<file path="src/rtl/bcd_time_counter.sv">
// MM:SS BCD time counter driven by a slow asynchronous tick, resynchronised to clk_in.
// Optional HH:MM:SS mode (hours 00..23) is enabled by defining TIME_HOURS_EN.
module bcd_time_counter #(
    parameter int SYNC_STAGES = 2,
    parameter bit TICK_EDGE   = 1'b1
) (
    input  logic       clk_in,
    input  logic       reset_n,
    input  logic       tick_in,
    input  logic       run,
    input  logic       clear,
    output logic       tick_pulse,
    output logic [3:0] sec_ones,
    output logic [3:0] sec_tens,
    output logic [3:0] min_ones,
    output logic [3:0] min_tens,
    output logic       rollover
`ifdef TIME_HOURS_EN
    ,
    output logic [3:0] hour_ones,
    output logic [3:0] hour_tens
`endif
);

    logic [SYNC_STAGES-1:0] sync_q;
    logic                   prev_q;
    logic                   primed;
    logic [2:0]             prime_cnt;
    logic                   tick_edge;
    logic                   advance;
    logic                   so_max;
    logic                   st_max;
    logic                   mo_max;
    logic                   mt_max;
    logic                   wrap_all;

    assign tick_edge = TICK_EDGE ? (sync_q[SYNC_STAGES-1] & ~prev_q)
                                 : (~sync_q[SYNC_STAGES-1] & prev_q);

    // primed waits until both the chain and prev reflect tick_in, so a level
    // already present at reset release is never mistaken for an edge.
    always_ff @(posedge clk_in) begin
        if (!reset_n) begin
            sync_q     <= '0;
            prev_q     <= 1'b0;
            primed     <= 1'b0;
            prime_cnt  <= '0;
            tick_pulse <= 1'b0;
        end else begin
            sync_q     <= {sync_q[SYNC_STAGES-2:0], tick_in};
            prev_q     <= sync_q[SYNC_STAGES-1];
            tick_pulse <= tick_edge & primed;
            if (!primed) begin
                if (prime_cnt == 3'(SYNC_STAGES))
                    primed <= 1'b1;
                else
                    prime_cnt <= prime_cnt + 3'd1;
            end
        end
    end

    assign advance = tick_pulse & run & ~clear;
    assign so_max  = (sec_ones == 4'd9);
    assign st_max  = (sec_tens == 4'd5);
    assign mo_max  = (min_ones == 4'd9);
    assign mt_max  = (min_tens == 4'd5);

`ifdef TIME_HOURS_EN
    assign wrap_all = so_max & st_max & mo_max & mt_max &
                      (hour_tens == 4'd2) & (hour_ones == 4'd3);
`else
    assign wrap_all = so_max & st_max & mo_max & mt_max;
`endif

    always_ff @(posedge clk_in) begin
        if (!reset_n) begin
            sec_ones  <= '0;
            sec_tens  <= '0;
            min_ones  <= '0;
            min_tens  <= '0;
            rollover  <= 1'b0;
`ifdef TIME_HOURS_EN
            hour_ones <= '0;
            hour_tens <= '0;
`endif
        end else begin
            rollover <= 1'b0;
            if (clear) begin
                sec_ones  <= '0;
                sec_tens  <= '0;
                min_ones  <= '0;
                min_tens  <= '0;
`ifdef TIME_HOURS_EN
                hour_ones <= '0;
                hour_tens <= '0;
`endif
            end else if (advance) begin
                rollover <= wrap_all;
                sec_ones <= so_max ? 4'd0 : sec_ones + 4'd1;
                if (so_max) begin
                    sec_tens <= st_max ? 4'd0 : sec_tens + 4'd1;
                    if (st_max) begin
                        min_ones <= mo_max ? 4'd0 : min_ones + 4'd1;
                        if (mo_max) begin
                            min_tens <= mt_max ? 4'd0 : min_tens + 4'd1;
`ifdef TIME_HOURS_EN
                            // Hours run 00..23; 23 wraps straight to 00.
                            if (mt_max) begin
                                if (hour_tens == 4'd2 && hour_ones == 4'd3) begin
                                    hour_ones <= 4'd0;
                                    hour_tens <= 4'd0;
                                end else if (hour_ones == 4'd9) begin
                                    hour_ones <= 4'd0;
                                    hour_tens <= hour_tens + 4'd1;
                                end else begin
                                    hour_ones <= hour_ones + 4'd1;
                                end
                            end
`endif
                        end
                    end
                end
            end
        end
    end

endmodule

</file>
<file path="config.mk">
export PLATFORM = sky130hd
export DESIGN_NAME = bcd_time_counter
export DESIGN_NICKNAME = d
export VERILOG_FILES = /design/src/rtl/bcd_time_counter.sv
export SDC_FILE = /design/constraint.sdc
export NUM_CORES = 1
export LEC_CHECK = 0
export CAP_MARGIN = 20
export CORE_UTILIZATION = 30
export CTS_CLUSTER_DIAMETER = 150
export CTS_CLUSTER_SIZE = 8
export DETAILED_ROUTE_END_ITERATION = 12
export PLACE_DENSITY_LB_ADDON = 0.25
export SLEW_MARGIN = 20
export SYNTH_ARGS = -nofsm -noshare
export SYNTH_HDL_FRONTEND = slang
export SYNTH_SLANG_ARGS = --single-unit
</file>
<file path="constraint.sdc">
create_clock -name clk_in -period 2.05 [get_ports clk_in]
set_clock_uncertainty 0.1 [all_clocks]
set_input_delay 0.205 -clock clk_in [delete_from_list [all_inputs] [get_ports clk_in]]
set_output_delay 0.205 -clock clk_in [all_outputs]
set_load 0.02 [all_outputs]
</file>
==> impl_metrics.csv, run 1 <==
group,metric,value,unit
outcome,status,"finished, final reports clean",
timing,hold_slack,0.347,ns
power,ir_drop,0.489,mV
logic_synthesis,ys.warnings.count,0,
routing,wl_per_cell,11.2,um
clocking,cts.clk_slew.worst_paths,0.09,ns
routing,detail_route.first_pass.iterations,4,
timing,hold_viol_final,0,
grt,grt_overflow,0,
logic_synthesis,synth.most_common_cell,"dfxtp_1",
cells_and_area,drive_gt1_share,11.7,%
floorplan,io_pins,23,
worst_hold_path,hold_start,"sync_q[0]",
timing,fin_crit_sh,84.4,%
timing,drv_slew,0,
worst_hold_path,hold_depth,1,
setup_path,cp_max_fo,9,
logic_synthesis,ys_seq_area_share,44.7,%
worst_hold_path,hold_path_end,"sync_q[1]",
logic_synthesis,synth.area.top_cells,"dfxtp_1 45%, a21oi_1 4.9%, nor2b_1 4.5%, nand2_1 3.7%, o21ai_0 3.1%",
logic_synthesis,synth_edf_count,0,
setup_path,startpoint_type,"flip-flop",
cells_and_area,multi_input_area,587,um^2
routing,totalWireLength,2240,um
timing,max_freq,578,MHz
timing,worst_pin_slew,0.322,ns
logic_synthesis,async_flop_share,0,%
cells_and_area,seq_area,500,um^2
setup_path,end_kind,"flip-flop",
timing,period_minus_slack,1.73,ns
logic_synthesis,ys_ff_latch,25,
grt,grt.total_usage,12.6,%
clocking,cts_setup_buffers,0,
setup_path,r2r_start,"min_ones[3]",
clocking,ctsHoldBuffers,0,
placed_design,postPlaceCellArea,0.00145,mm^2
logic_synthesis,ys_types,37,
power,p_leak,0.518,nW
placed_design,numPortBuffers,22,
floorplan,initial_core_util,32.5,%
setup_path,rrSetupSlack,0.32,ns
routing,via_per_inst,4.89,
placed_design,place_inst,196,
logic_synthesis,synth_top_area_cell,"dfxtp_1",
timing,finalSetupViolCount,0,
placed_design,place_congestion,0.856,
worst_hold_path,min_path_type,"flip-flop to flip-flop",
grt,grt_first_pass_wirelength,3980,um
clocking,cts_tree,"done",
setup_path,cp.required,2.16,ns
routing,remaining_drc_errors,0,
clocking,cts_resized,0,
floorplan,die_h,63.1,um
clocking,clock-sinks,25,
setup_path,critPathKind,"flip-flop to flip-flop",
cells_and_area,nFillCells,341,
grt,grt_antenna_before_repair,0,
clocking,cts_root_buf,"clkbuf_8",
logic_synthesis,synthFlopType,"dfxtp_1",
timing,rsz0062_at_grt,"no",
clocking,htreeDepth,1,
cells_and_area,nNetsFinal,162,
grt,grt_max_degree,15,
logic_synthesis,synth_cells,123,
grt,first_global_vias,915,
cells_and_area,fin_util,43.4,%
floorplan,row_count,21,
timing,finalSetupTns,0,ns
cells_and_area,area_growth,33.6,%
floorplan,fp.coreArea,0.00344,mm^2
setup_path,r2r-end,"min_tens[3]",
cells_and_area,instances_no_fill,200,
logic_synthesis,synth_nets,130,
clocking,cts_made_buffers,3,
logic_synthesis,synthDominantCellAreaShare,44.7,%
logic_synthesis,syn_avg_cell_area,9.09,um^2
routing,drtIter0Drc,39,
timing,slew_headroom,78.5,%
clocking,cts.path.max_buffers,2,
placed_design,dp_hpwl,1680,um
setup_path,worst_ep_arrival_time,1.84,ns
floorplan,die_area,0.00398,mm^2
cells_and_area,post-route-cell-area,0.00149,mm^2
cells_and_area,diodes,0,
flow_run,max_cap_viol_count,0,
setup_path,ff2ff_path_depth,4,
routing,dr_total_vias,978,
power,p_per_area,634,mW/mm^2
floorplan,die_x,63.1,um
logic_synthesis,syn_area,0.00112,mm^2
routing,postRouteAntennaNets,0,
clocking,clk_latency,0.27,ns
logic_synthesis,synthTopCellsByCount,"25 x dfxtp_1, 11 x a21oi_1, 11 x nand2_1, 8 x nor2_1, 8 x nor2b_1",
==> sequential cells by signal (all words and copies together) (netlist names) <==
name	flops
prev_q	1
prime_cnt	3
sec_ones	4
min_ones	4
sync_q	2
sec_tens	4
min_tens	4
tick_pulse	1
rollover	1
primed	1
==> stage by stage <==
step                setup slack, ns  power [W]
floorplan                     0.267   0.000635
global placement              0.100   0.000660
detailed placement           0.0381   0.000670
CTS                           0.300   0.000966
global route                  0.188    0.00101
finish                        0.320   0.000948
==> layout by cell type, fill, tap and decap left out, types with 2 or more instances in the layout <==
| master | n |
|---|---|
| ha_1 | 2 |
| and2_1 | 4 |
| nor3_1 | 2 |
| a21oi_1 | 11 |
| nor2_1 | 8 |
| xor2_1 | 4 |
| nor2b_1 | 8 |
| buf_4 | 9 |
| nand3_1 | 3 |
| clkdlybuf4s50_1 | 22 |
| or4_1 | 3 |
| dfxtp_1 | 25 |
| o21ai_0 | 7 |
| o31ai_1 | 2 |
| clkbuf_8 | 3 |
| nand2_1 | 11 |
| inv_1 | 4 |
| nor3b_1 | 3 |
| or3_1 | 2 |
| nand4_1 | 2 |
==> routing by layer <==
metal | share of wire (%) | global-route usage, %
met5 | 0 | 0
met4 | 1.5 | 5.23
met3 | 3.8 | 3.62
met2 | 49 | 22.3
met1 | 46 | 13.9
==> worst max-delay path, cell delays in order (launching register included) <==
cell and delay (ns):
dfxtp_1 0.40, nor2b_1 0.31, nand4_4 0.18, or4_1 0.52, a21oi_1 0.15
==> where the power goes <==
group | switching (W) | internal [W] | leakage, nW | total [W]
registers | 0.0000162 | 0.000515 | 0.203 | 0.000531
logic | 0.0000619 | 0.0000644 | 0.290 | 0.000126
clock network | 0.000155 | 0.000136 | 0.0255 | 0.000291
==> worst max path at each step <==
| stage | slack (ns) | from | cells after the start | endpoint |
|---|---|---|---|---|
| finish | 0.32 | min_ones[3] | 4 | min_tens[3] |
| global route | 0.19 | min_ones[3] | 4 | min_tens[1] |
| CTS | 0.30 | sec_tens[0] | 1 | sec_tens[0] |
| detailed placement | 0.04 | run | 5 | min_tens[3] |
| global placement | 0.10 | run | 5 | min_tens[2] |
| floorplan | 0.27 | sec_ones[3] | 4 | min_tens[3] |
==> cells by family after synthesis <==
kind of cell,count (synthesis),share of synthesized area (%)
AOI/OAI and AO/OA,25,13.1
xor gates and xnor gates,5,3.91
adders and majority gates,2,2.24
buffers and inverters,8,2.80
DFF,25,44.7
muxes,1,0.895
and+or+nand+nor,57,32.3
==> layout make-up <==
class	count	share of cell area [%]
clock buffer	3	2.76
clock inverter	1	0.335
inverter	4	1.01
multi-input combinational	90	39.3
sequential	25	33.5
tap	46	3.85
timing repair buffer	31	19.3
(Power assumes the default switching activity.)
==> run 2: changes to the inputs <==
==> constraint.sdc (replaced) <==
create_clock -name clk_in -period 1.55 [get_ports clk_in]
set_clock_uncertainty 0.1 [all_clocks]
set_input_delay 0.155 -clock clk_in [delete_from_list [all_inputs] [get_ports clk_in]]
set_output_delay 0.155 -clock clk_in [all_outputs]
set_load 0.02 [all_outputs]
==> run 2 against run 1 <==
Against the previous run: the run now ends with negative setup slack left; setup slack got worse by 0.37 ns; fmax increased by 8.4%; core utilization increased by 5.4 points; global-route usage increased by 0.73 points; sequential share of layout area decreased by 2.2 points; design area increased by 12%; combinational power increased by 31%; hold slack got worse by 0.079 ns; clock-buffer cell count increased by 1; critical path type unchanged; largest cell class unchanged; highest routed layer unchanged.
==> impl_metrics.csv, run 2 (synthesized netlist as in run 1, its figures left out) <==
group,metric,value,unit
setup_path,r2r-end,"min_tens[2]",
power,clockPowerShare,31.0,%
setup_path,crit_path_cell_trace,"and4bb_2 -> nand4_4 -> or4b_4 -> a21oi_2",
power,p_leak,0.743,nW
routing,totalWireLength,2490,um
power,p_per_area,740,mW/mm^2
setup_path,startpoint_type,"flip-flop",
grt,first_global_vias,1003,
timing,fin_ws,-0.0463,ns
power,ir_drop,0.507,mV
placed_design,dp_hpwl,1850,um
timing,finalSetupViolCount,3,
clocking,clk_latency,0.27,ns
clocking,cts_root_buf,"clkbuf_8",
timing,rsz0062_at_grt,"yes",
worst_hold_path,hold_path_end,"sec_ones[0]",
worst_hold_path,min_path_type,"primary input to flip-flop",
placed_design,place_ws,-0.348,ns
setup_path,r2r_start,"sec_tens[1]",
power,intPower,0.000940,W
setup_path,slowest_delay,0.50,ns
worst_hold_path,hold_depth,5,
power,seqPwrFrac,55.8,%
floorplan,fp.coreArea,0.00344,mm^2
routing,remaining_drc_errors,0,
setup_path,critPathKind,"flip-flop to flip-flop",
power,switchingPower,0.000304,W
cells_and_area,final_common_cell,"buf_4",
cells_and_area,area_growth,50.2,%
timing,fin_crit_sh,103,%
cells_and_area,nFillCells,342,
clocking,cts_made_buffers,3,
timing,drv_slew,0,
cells_and_area,drive_gt1_share,29.7,%
floorplan,initial_core_util,32.5,%
timing,hold_slack,0.267,ns
setup_path,critPathSlowestCell,"or4b_4",
placed_design,postPlaceCellArea,0.00160,mm^2
placed_design,place_congestion,0.798,
clocking,cts_tree,"done",
flow_run,max_cap_viol_count,0,
setup_path,rrSetupSlack,-0.05,ns
setup_path,cp.required,1.66,ns
outcome,status,"finished with violations",
grt,grt_overflow,0,
routing,wl_per_cell,11.4,um
routing,via_per_inst,4.76,
routing,drtIter0Drc,32,
timing,period_minus_slack,1.60,ns
setup_path,end_kind,"flip-flop",
floorplan,die_x,63.1,um
timing,hold_viol_final,0,
cells_and_area,nNetsFinal,180,
grt,grt_first_pass_wirelength,4270,um
worst_hold_path,hold_start,"run",
grt,grt.total_usage,13.3,%
setup_path,cp_max_fo,6,
grt,grt_antenna_before_repair,0,
floorplan,io_pins,23,
clocking,htreeDepth,1,
timing,max_freq,626,MHz
clocking,cts.path.max_buffers,2,
setup_path,ff2ff_path_depth,4,
floorplan,die_h,63.1,um
routing,dr_total_vias,1037,
placed_design,numPortBuffers,22,
power,sw_frac_of_total,24.4,%
outcome,violations,"negative setup slack",
routing,postRouteAntennaNets,0,
cells_and_area,layout_common_cells,"25 x buf_4, 16 x dlygate4sd2_1, 15 x dfxtp_1, 11 x nand2_1, 10 x a21oi_1",
floorplan,row_count,21,
grt,grt_max_degree,15,
cells_and_area,post-route-cell-area,0.00168,mm^2
setup_path,worst_ep_arrival_time,1.70,ns
timing,slew_headroom,76.9,%
power,power_frac_comb,13.2,%
floorplan,die_area,0.00398,mm^2
timing,worst_pin_slew,0.346,ns
clocking,cts.clk_slew.worst_paths,0.09,ns
clocking,clock-sinks,25,
cells_and_area,diodes,0,
routing,detail_route.first_pass.iterations,4,
run 2: how the worst max path moves through the flow:
stage               cells after the start           to   startpoint
CTS                                     5  min_tens[2]  sec_ones[2]
detailed placement                      6  min_tens[2]        clear
global route                            4  min_tens[2]  sec_tens[1]
floorplan                               4  min_tens[2]  sec_tens[1]
global placement                        6  min_tens[3]          run
finish                                  4  min_tens[2]  sec_tens[1]
run 2: area by class of cell:
class	instances	area, um^2	area share [%]
inverter	4	15.0	0.894
timing repair buffer	49	418	24.9
tap	46	57.6	3.43
clock buffer	4	45.0	2.68
sequential	25	526	31.3
multi-input combinational	90	619	36.9
run 2: metrics by stage:
step | instances | power [W] | TNS [ns] | utilization, %
6_report | 218 | 0.00124 | -0.0597 | 48.8
2_1_floorplan | 123 | 0.000832 | -0.0559 | -
4_1_cts | 217 | 0.00127 | -0.0772 | 47.9
3_3_place_gp | 211 | 0.000869 | -2.34 | 46.5
5_1_grt | 218 | 0.00133 | -0.321 | 48.8
3_5_place_dp | 211 | 0.000878 | -2.66 | 46.5
run 2: power groups by stage:
stage	clock (W)	sequential (W)	combinational, W
2_1_floorplan	0	0.000706	0.000126
3_3_place_gp	0	0.000708	0.000161
3_5_place_dp	0	0.000710	0.000168
4_1_cts	0.000404	0.000695	0.000167
5_1_grt	0.000433	0.000698	0.000197
6_report	0.000385	0.000694	0.000165
run 2: what timing repair did:
item / in CTS / in global routing
gates resized for setup: 18 / 7
setup buffers: 2 / 1
hold buffers: 0 / 0
pin swaps: 6 / 5
setup endpoints to repair: 19 / 8
run 2: critical path, delay by kind of cell (launching register included):
family	cells	cell delay [ns]
simple gates	3	0.97
flops	1	0.35
compound gates	1	0.11
run 2: routing by layer:
metal | vias to the layer above | wire length (um) | global-route usage, %
met1 | 489 | 1140 | 15.4
met3 | 4 | 50 | 2.17
met4 | 0 | 39 | 5.23
met5 | - | 0 | 0
met2 | 15 | 1260 | 24.2
li1 | 529 | - | -
==> run 3: changes to the inputs <==
--- a/config.mk
+++ b/config.mk
@@ -11,6 +11,7 @@
 export CTS_CLUSTER_SIZE = 8
 export DETAILED_ROUTE_END_ITERATION = 12
 export PLACE_DENSITY_LB_ADDON = 0.25
+export SKIP_CTS_REPAIR_TIMING = 1
 export SLEW_MARGIN = 20
 export SYNTH_ARGS = -nofsm -noshare
 export SYNTH_HDL_FRONTEND = slang
==> run 3 against run 2 <==
Against the previous run: the flow still finishes with violations (negative setup slack); register-to-register slack is essentially flat; hold slack lost 0.058 ns; power grew 0.17%; first-iteration DRC count shrank 19%; design area grew 2.2%; sequential share of layout area shrank 0.68 points; core utilization grew 1.1 points; sequential power is essentially flat; highest routed layer unchanged; critical endpoint unchanged; flip-flop and latch count is the same.
==> impl_metrics.csv, run 3 (synthesized netlist as in run 1, its figures left out) <==
group,metric,value,unit
grt,first_global_vias,991,
cells_and_area,diodes,0,
clocking,cts_made_buffers,3,
grt,grt_antenna_before_repair,0,
setup_path,critPathSlowestCell,"or4b_4",
timing,rsz0062_at_grt,"yes",
cells_and_area,fin_util,49.9,%
clocking,clock-sinks,25,
grt,grt_first_pass_wirelength,4200,um
setup_path,cp_top_family,"simple AND/OR/NAND/NOR gates",
routing,wl_per_cell,11.6,um
timing,slew_headroom,76.9,%
floorplan,die_area,0.00398,mm^2
floorplan,die_x,63.1,um
floorplan,die_h,63.1,um
cells_and_area,instances_no_fill,215,
setup_path,crit_path_cell_trace,"and4bb_2 -> nand4_4 -> or4b_4 -> a21oi_2",
setup_path,slowest_delay,0.50,ns
clocking,cts_tree,"done",
placed_design,dp_hpwl,1850,um
clocking,cts.clk_slew.worst_paths,0.09,ns
setup_path,cp_max_fo,6,
cells_and_area,drive_gt1_share,28.4,%
cells_and_area,layout_common_cells,"22 x buf_4, 19 x dlymetal6s2s_1, 15 x dfxtp_1, 11 x nand2_1, 10 x a21oi_1",
timing,drv_slew,0,
timing,finalSetupViolCount,2,
routing,totalWireLength,2500,um
grt,grt_max_degree,15,
cells_and_area,seq_area,526,um^2
clocking,clk_latency,0.27,ns
setup_path,cp.required,1.66,ns
floorplan,initial_core_util,32.5,%
setup_path,startpoint_type,"flip-flop",
placed_design,place_congestion,0.798,
routing,detail_route.first_pass.iterations,4,
routing,dr_total_vias,1031,
floorplan,fp.coreArea,0.00344,mm^2
outcome,status,"finished with violations",
setup_path,critPathKind,"flip-flop to flip-flop",
timing,hold_viol_final,0,
power,finalPower,0.00125,W
grt,grt_overflow,0,
setup_path,worst_ep_arrival_time,1.70,ns
outcome,violations,"negative setup slack",
routing,drtIter0Drc,26,
setup_path,end_kind,"flip-flop",
timing,max_freq,626,MHz
setup_path,path_buf_inv,0,
timing,worst_pin_slew,0.346,ns
routing,postRouteAntennaNets,0,
timing,fin_ws,-0.0471,ns
cells_and_area,nNetsFinal,177,
flow_run,max_cap_viol_count,0,
cells_and_area,area_growth,53.6,%
timing,finalSetupTns,-0.0678,ns
timing,fin_crit_sh,103,%
power,p_leak,0.943,nW
placed_design,place_inst,211,
clocking,htreeDepth,1,
routing,remaining_drc_errors,0,
cells_and_area,multi_input_area,619,um^2
clocking,cts_root_buf,"clkbuf_8",
routing,via_per_inst,4.80,
cells_and_area,final_common_cell,"buf_4",
placed_design,numPortBuffers,22,
power,p_per_area,725,mW/mm^2
power,ir_drop,0.507,mV
floorplan,io_pins,23,
grt,grt.total_usage,13.1,%
cells_and_area,nFillCells,325,
timing,period_minus_slack,1.60,ns
clocking,cts.path.max_buffers,2,
floorplan,row_count,21,
worst_hold_path,min_path_type,"primary input to flip-flop",
run 3: final cells by class:
cell class                      instances  area share (%)
Inverter                                4           0.874
Timing Repair Buffer                   46            26.5
Clock buffer                            4            2.62
Multi-Input combinational cell         90            36.1
Sequential cell                        25            30.6
Tap cell                               46            3.35
run 3: stage by stage:
stage	setup slack, ns	instance area, um^2	hold slack (ns)
finish	-0.0471	1720	0.209
floorplan	-0.0377	1170	0.182
global route	-0.111	1720	0.233
global placement	-0.292	1600	0.321
CTS	-0.0831	1650	0.355
detailed placement	-0.348	1600	0.333
run 3: routing by layer:
layer  share of wire [%]  vias up  global-route usage [%]
li1                    -      525                       -
met1                  45      482                    15.2
met2                  50       20                    23.8
met3                 2.6        4                    2.17
met4                 1.6        0                    5.23
met5                   0        -                       0
run 3: tightest hold or removal path: cells and delay by family:
kind,cells,cell delay (ns)
AOI/OAI and AO/OA,1,0.07
buffers and inverters,2,0.22
and+or+nand+nor,2,0.10
run 3: path summary, 6_finish.rpt:
path                                  start           to  slack (ns)  cells after the start
worst min register to register    sync_q[0]    sync_q[1]        0.35                      1
worst min-delay path                  clear  sec_tens[2]        0.21                      5
worst max register to register  sec_tens[1]  min_tens[2]       -0.05                      4
worst max-delay path            sec_tens[1]  min_tens[2]       -0.05                      4
run 3: power by group:
group / internal [W] / leakage [nW] / total, W / switching, W
Clock: 0.000184 / 0.0228 / 0.000386 / 0.000203
Sequential: 0.000672 / 0.209 / 0.000694 / 0.0000218
Combinational: 0.0000850 / 0.711 / 0.000166 / 0.0000806
